**src/rtl/std_nbdcache_vldrty_sweeper.sv**
```systemverilog
// rtl/std_nbdcache_vldrty_sweeper.sv - valid/dirty SRAM init and flush sequencer
// Zeroes every set after reset; on flush, reads each set, requests write-back of valid+dirty ways, then clears it.
module std_nbdcache_vldrty_sweeper #(
  parameter int unsigned NumWords  = 1024,
  parameter int unsigned NumWays   = 8,
  parameter int unsigned ByteWidth = 8,
  parameter int unsigned AddrWidth = (NumWords > 1) ? $clog2(NumWords) : 1,
  parameter int unsigned DataWidth = 2 * NumWays,
  parameter int unsigned BeWidth   = (DataWidth + ByteWidth - 1) / ByteWidth,
  parameter int unsigned WayWidth  = (NumWays > 1) ? $clog2(NumWays) : 1
) (
  input  logic                 clk_i,
  input  logic                 rst_i,
  input  logic                 flush_req_i,
  output logic                 flush_done_o,
  output logic                 busy_o,
  output logic                 sram_req_o,
  output logic                 sram_we_o,
  output logic [AddrWidth-1:0] sram_addr_o,
  output logic [DataWidth-1:0] sram_wdata_o,
  output logic [BeWidth-1:0]   sram_be_o,
  input  logic [DataWidth-1:0] sram_rdata_i,
  output logic                 wb_valid_o,
  input  logic                 wb_ready_i,
  output logic [AddrWidth-1:0] wb_set_o,
  output logic [WayWidth-1:0]  wb_way_o
);

  typedef enum logic [2:0] {
    S_INIT,
    S_IDLE,
    S_READ,
    S_EVAL,
    S_WB,
    S_CLEAR,
    S_DONE
  } state_t;

  localparam logic [AddrWidth-1:0] LastAddr = AddrWidth'(NumWords - 1);

  state_t               r_state;
  logic [AddrWidth-1:0] r_cnt;
  logic [NumWays-1:0]   r_mask;

  logic                 w_last;
  logic [NumWays-1:0]   w_rd_mask;
  logic [NumWays-1:0]   w_low_oh;
  logic [NumWays-1:0]   w_mask_next;
  logic [WayWidth-1:0]  w_way;
  logic                 w_write;
  logic                 w_read;

  assign w_last = (r_cnt == LastAddr);

  always_comb begin
    w_rd_mask = '0;
    for (int w = 0; w < int'(NumWays); w++) begin
      w_rd_mask[w] = sram_rdata_i[2*w] & sram_rdata_i[2*w+1];
    end
  end

  // Lowest pending way: isolate the least significant set bit of the mask.
  assign w_low_oh    = r_mask & (~r_mask + NumWays'(1));
  assign w_mask_next = r_mask & ~w_low_oh;

  always_comb begin
    w_way = '0;
    for (int i = int'(NumWays) - 1; i >= 0; i--) begin
      if (r_mask[i]) begin
        w_way = WayWidth'(i);
      end
    end
  end

  always_ff @(posedge clk_i or posedge rst_i) begin
    if (rst_i) begin
      r_state <= S_INIT;
      r_cnt   <= '0;
      r_mask  <= '0;
    end else begin
      case (r_state)
        S_INIT: begin
          if (w_last) begin
            r_cnt   <= '0;
            r_state <= S_IDLE;
          end else begin
            r_cnt <= r_cnt + 1'b1;
          end
        end
        S_IDLE: begin
          if (flush_req_i) begin
            r_cnt   <= '0;
            r_state <= S_READ;
          end
        end
        S_READ: r_state <= S_EVAL;
        S_EVAL: begin
          r_mask  <= w_rd_mask;
          r_state <= (w_rd_mask != '0) ? S_WB : S_CLEAR;
        end
        S_WB: begin
          if (wb_ready_i) begin
            r_mask <= w_mask_next;
            if (w_mask_next == '0) begin
              r_state <= S_CLEAR;
            end
          end
        end
        S_CLEAR: begin
          if (w_last) begin
            r_state <= S_DONE;
          end else begin
            r_cnt   <= r_cnt + 1'b1;
            r_state <= S_READ;
          end
        end
        S_DONE:  r_state <= S_IDLE;
        default: r_state <= S_INIT;
      endcase
    end
  end

  assign w_write = (r_state == S_INIT) || (r_state == S_CLEAR);
  assign w_read  = (r_state == S_READ);

  // Request-type outputs are masked by rst_i so nothing leaks while reset is held.
  assign busy_o       = (r_state != S_IDLE);
  assign sram_req_o   = (w_write | w_read) & ~rst_i;
  assign sram_we_o    = w_write;
  assign sram_addr_o  = (w_write | w_read) ? r_cnt : '0;
  assign sram_wdata_o = '0;
  assign sram_be_o    = w_write ? '1 : '0;
  assign wb_valid_o   = (r_state == S_WB) & ~rst_i;
  assign wb_set_o     = r_cnt;
  assign wb_way_o     = w_way;
  assign flush_done_o = (r_state == S_DONE) & ~rst_i;

endmodule
```
**config.mk**
```make
export PLATFORM = sky130hd
export DESIGN_NAME = std_nbdcache_vldrty_sweeper
export DESIGN_NICKNAME = d
export VERILOG_FILES = /design/src/rtl/std_nbdcache_vldrty_sweeper.sv
export SDC_FILE = /design/constraint.sdc
export NUM_CORES = 1
export LEC_CHECK = 0
export BUFFER_PORTS_ARGS = -buffer_cell sky130_fd_sc_hd__buf_2
export CORE_MARGIN = 1.5
export CORE_UTILIZATION = 32
export CTS_BUF_LIST = sky130_fd_sc_hd__clkbuf_8
export DETAILED_ROUTE_END_ITERATION = 12
export HOLD_SLACK_MARGIN = 0.05
export PLACE_DENSITY = 0.57
export SYNTH_ARGS = -nofsm -noshare
export SYNTH_HDL_FRONTEND = slang
export SYNTH_SLANG_ARGS = --single-unit
```
**constraint.sdc**
```tcl
create_clock -name clk_i -period 1.8 [get_ports clk_i]
set_input_delay 0.27 -clock clk_i [delete_from_list [all_inputs] [get_ports clk_i]]
set_output_delay 0.27 -clock clk_i [all_outputs]
set_load 0.03 [all_outputs]
```
# Word-level counts from Yosys, hierarchy flattened
# Cells that the tools add are included.
# Widths: inputs -> output; s select.
# word_totals
reg_bits,21
in_bits,20
# classes
n_addsub,2
eq_ne,13
n_mux,23
bitwise,17
n_reduce_logical,9
# op_table
op,count
$mux 10,4
$mux 3,13
$pmux 10 s3,1
$pmux 3 s7,1
$and 8x8->8,2
$not 8->8,2
$pmux 8 s2,1
$and 1x1->1,11
$add 10x1->10 const B,1
$eq 10x10->1 const B,1
$ne 2x2->1 const B,5
$eq 3x3->1 const B,3
$add 8x1->8 const B,1
$logic_not 8->1,1
$mux 8,1
$reduce_bool 8->1,1
$eq 3x2->1 const B,2
$reduce_and 4->1,1
$eq 3x1->1 const B,1
$logic_not 3->1,1
$ne 3x1->1 const B,1
$reduce_and 3->1,1
$reduce_bool 3->1,1
$mux 2,1
other kinds (6),6

# Longest topological paths before layout
# logic_depth
depth_word,9
depth_mapped,6

# Worst setup path after synthesis
# Ideal clock, no wire load.
# synth_path
kind,flip-flop to output port
start,register r_mask[0]
end,output port wb_way_o[2]
arrival_time_ps,1600
setup_slack_ps,-70
stages_incl_launch_ff,4
cell_sequence,dfrtp_1 -> buf_6 -> nor4_4 -> a21boi_0
# synth_via
elab_chain_cells,1
# synth_lines
element,line_no,source
"start, declared",43,logic [NumWays-1:0] r_mask;
"start signal, assigned",98,r_mask <= w_rd_mask;
"start signal, assigned",103,r_mask <= w_mask_next;
$mux 3,69,if (r_mask[i]) begin
"end, declared",26,output logic [WayWidth-1:0] wb_way_o
# No other way between the ends.

# Worst setup path in the final report
# layout_path
start,register r_state[0]
end,output port sram_addr_o[3]
# layout_via
elab_chain_cells,4
elab_cells_between_ends,6
# layout_lines
element,line_no,source
"start, declared",41,state_t r_state;
"start signal, assigned",99,r_state <= (w_rd_mask != '0) ? S_WB : S_CLEAR;
$eq 3x3->1 or $logic_not 3->1 (tied branches),123,assign w_write = (r_state == S_INIT) || (r_state == S_CLEAR);
$logic_or 1x1->1,123,
$or 1x1->1 (*),130,assign sram_addr_o = (w_write | w_read) ? r_cnt : '0;
$mux 10 (*),130,
"end, declared",19,"output logic [AddrWidth-1:0] sram_addr_o,"
# Every way passes the cells marked *; elsewhere a longest branch is shown, timed or not.

==> impl_metrics.yaml <==
outcome:
  status: "complete, no violations"
sta:
  fin_crit_ns: 1.77
  maxClockFrequency_mhz: 564
  hold_viol: 0
  finalClockSkew_ns: 0.00144
  setup-violations-final: 0
  grt_setup_unrepaired: "true"
  fin_ws_ns: 0.0272
  report.final.slew_viol_count: 0
  finalCritPeriodShare_pct: 98.5
  tns_ns: 0
  whs_ns: 0.138
place:
  port_buffers: 49
  routabilityCongestion: 0.855
  post-place-ws_ns: 0.0925
  hpwl_um: 3210
  placed_area_sq_um: 1930
detailed_routing:
  dr_total_vias: 1613
  wl_um: 4230
  viasPerCell: 4.95
  detail-route-antenna-nets: 0
  dr.pass1.iters: 4
  drtIter0Drc: 37
  drc: 0
  wire_per_inst_um: 13.0
pwr:
  max-vdd-ir-drop_mv: 0.943
  power_density_nw_per_um2: 1890
  p_leak_nw: 1.03
global_routing:
  overflow: 0
  grt_max_degree: 13
  grt_pass1_vias: 1376
  grt_pass1_wl_um: 6530
  grt_antenna_before_repair: 0
  grt_usage_pct: 15.0
clock_tree:
  cts.sinks: 21
  clockBufferDepth: 2
  h-tree-depth: 1
  cts_made_buffers: 3
  clockRootBuffer: "clkbuf_8"
  clkSlewWorstSetupHoldPaths_ns: 0.08
  cts_tree: "built"
  clk_latency_ns: 0.25
critical_path:
  end_kind: "output port"
  crit_path_start_kind: "flop"
  cp.buffers_inverters: 2
  cpMaxStageDelayCell: "dfrtp_2"
  crit_fanout: 7
  required_ns: 1.53
  worst_ep_arrival_time_ns: 1.50
  max_stage_delay_ns: 0.46
  worstSetupStartpoint: "r_state[0]"
  crit_path_cell_trace: "and2b_4 -> a21oi_4 -> buf_6 -> and2_1 -> buf_4"
  critPathKind: "reg -> out"
  crit_family: "flip-flops"
  r2r-start: "wb_set_o[0]"
synthesis:
  ys_types: 47
  avgSynthCellArea_sq_um: 8.16
  syn_area_sq_um: 1620
  seq_area_frac_synth_pct: 32.5
  ys_async_sr_fraction_pct: 100
  dominantRegCellSynth: "dfrtp_1"
  synthCells: 198
  synth_edf_count: 0
  yosys_warnings: 0
  ys_ff_latch: 21
finish:
  drive_above_1_share_pct: 33.6
  area_delta_synth_final_pct: 30.7
  fin_util_pct: 44.2
  diodes: 0
  final_nets: 281
  final_area_sq_um: 2110
floorplan:
  rows: 25
  initial_core_util_pct: 33.8
  io_pins: 66
  die_w_um: 74.1
  die_y_um: 74.1
  core_sq_um: 4790
  die_area_sq_um: 5490
run:
  cap_violations: 0
min_path:
  hp-class: "in -> async"
## per-stage QoR
| step | std cells | power [mW] |
|---|---|---|
| final | 326 | 3.99 |
| after global routing | 326 | 4.28 |
| after CTS | 324 | 3.71 |
| after detailed placement | 318 | 3.35 |
| after global placement | 318 | 3.35 |
| after floorplan | 213 | 2.70 |
## worst paths after layout
check	end	slack, ns	depth (start not counted)
setup / recovery	sram_addr_o[3]	0.03	5
hold / removal	r_state[1]	0.14	3
setup reg to reg	wb_set_o[2]	0.09	5
hold reg to reg	wb_set_o[9]	0.53	1
max in group asynchronous	r_mask[4]	1.49	3
min in group clk_i	r_mask[2]	0.26	3
## Yosys cell counts (all sizes together) (2+ instances only)
library cell	number	area (sq um)
dfrtp	21	526
nand3	11	55.1
nor2b	3	18.8
o31a	2	17.5
buf	22	168
nor2	13	48.8
a211o	2	17.5
clkbuf	3	11.3
a221oi	2	17.5
nand4	4	25.0
inv	12	45.0
and3	5	31.3
o211ai	2	15.0
a211oi	3	22.5
nor4	2	27.5
o21ai	18	90.1
a31oi	6	37.5
and2	14	87.6
nand2b	2	12.5
nand2	12	45.0
a21oi	12	71.3
nor3	7	46.3
## registers in the layout, summed over array words and instances, names as in the netlist
register  cells
wb_set_o     10
r_state       3
r_mask        8
## layout by cell type (no fill, tap or decap), types with 6 or more instances in the layout
cell type	synthesis	routed
a21oi_1	11	10
and2_1	14	11
o21ai_0	18	18
a31oi_1	6	6
inv_1	12	13
buf_2	2	33
conb_1	1	16
nand3_1	11	11
dfrtp_1	21	16
buf_6	2	9
nand2_1	12	12
buf_4	18	24
nor2_1	13	12
nor3_1	6	6
## report_power, final
part           internal, mW  switching (mW)  leakage (nW)
Sequential            0.666           0.275         0.267
Combinational          1.10            1.64         0.736
Clock                 0.152           0.149        0.0269
Total                  1.92            2.07          1.03
## routing by layer
layer	vias to the layer above	wire, um	GRT usage (%)
li1	804	-	-
met1	745	1870	21.1
met2	60	2070	24.9
met3	4	254	1.36
met4	0	38	3.70
met5	-	0	0
## cell type report
type                            count  area, sq um
Sequential cell                    21          532
Multi-Input combinational cell    155          953
Timing Repair Buffer               67          454
Fill cell                         519         2670
Clock buffer                        3         41.3
Inverter                           12         45.0
Tap cell                           67         83.8
Clock inverter                      1         3.75
## tightest hold or removal path: cells and delay by family
family	cells	cell delay (ns)
buffers and inverters	3	0.47
## kinds of logic (layout without fill, tap and decap cells)
logic type,count (synthesis),in the layout,share of synthesized area (%)
flops,21,21,32.5
compound gates,56,56,23.1
mux,1,1,0.619
fa+ha+maj,2,2,1.39
simple gates,80,80,28.3
buf+inv,37,83,13.9
other cells,1,16,0.232
## what timing repair did
item | in CTS | in global routing
cloned | 0 | 1
setup buffers | 2 | 1
hold buffers | 0 | 0
setup endpoints to repair | 12 | 18
gates resized for setup | 5 | 48
hold endpoints to repair | 0 | 0
pin swaps | 0 | 2
Power figures use the tool's default switching activity.
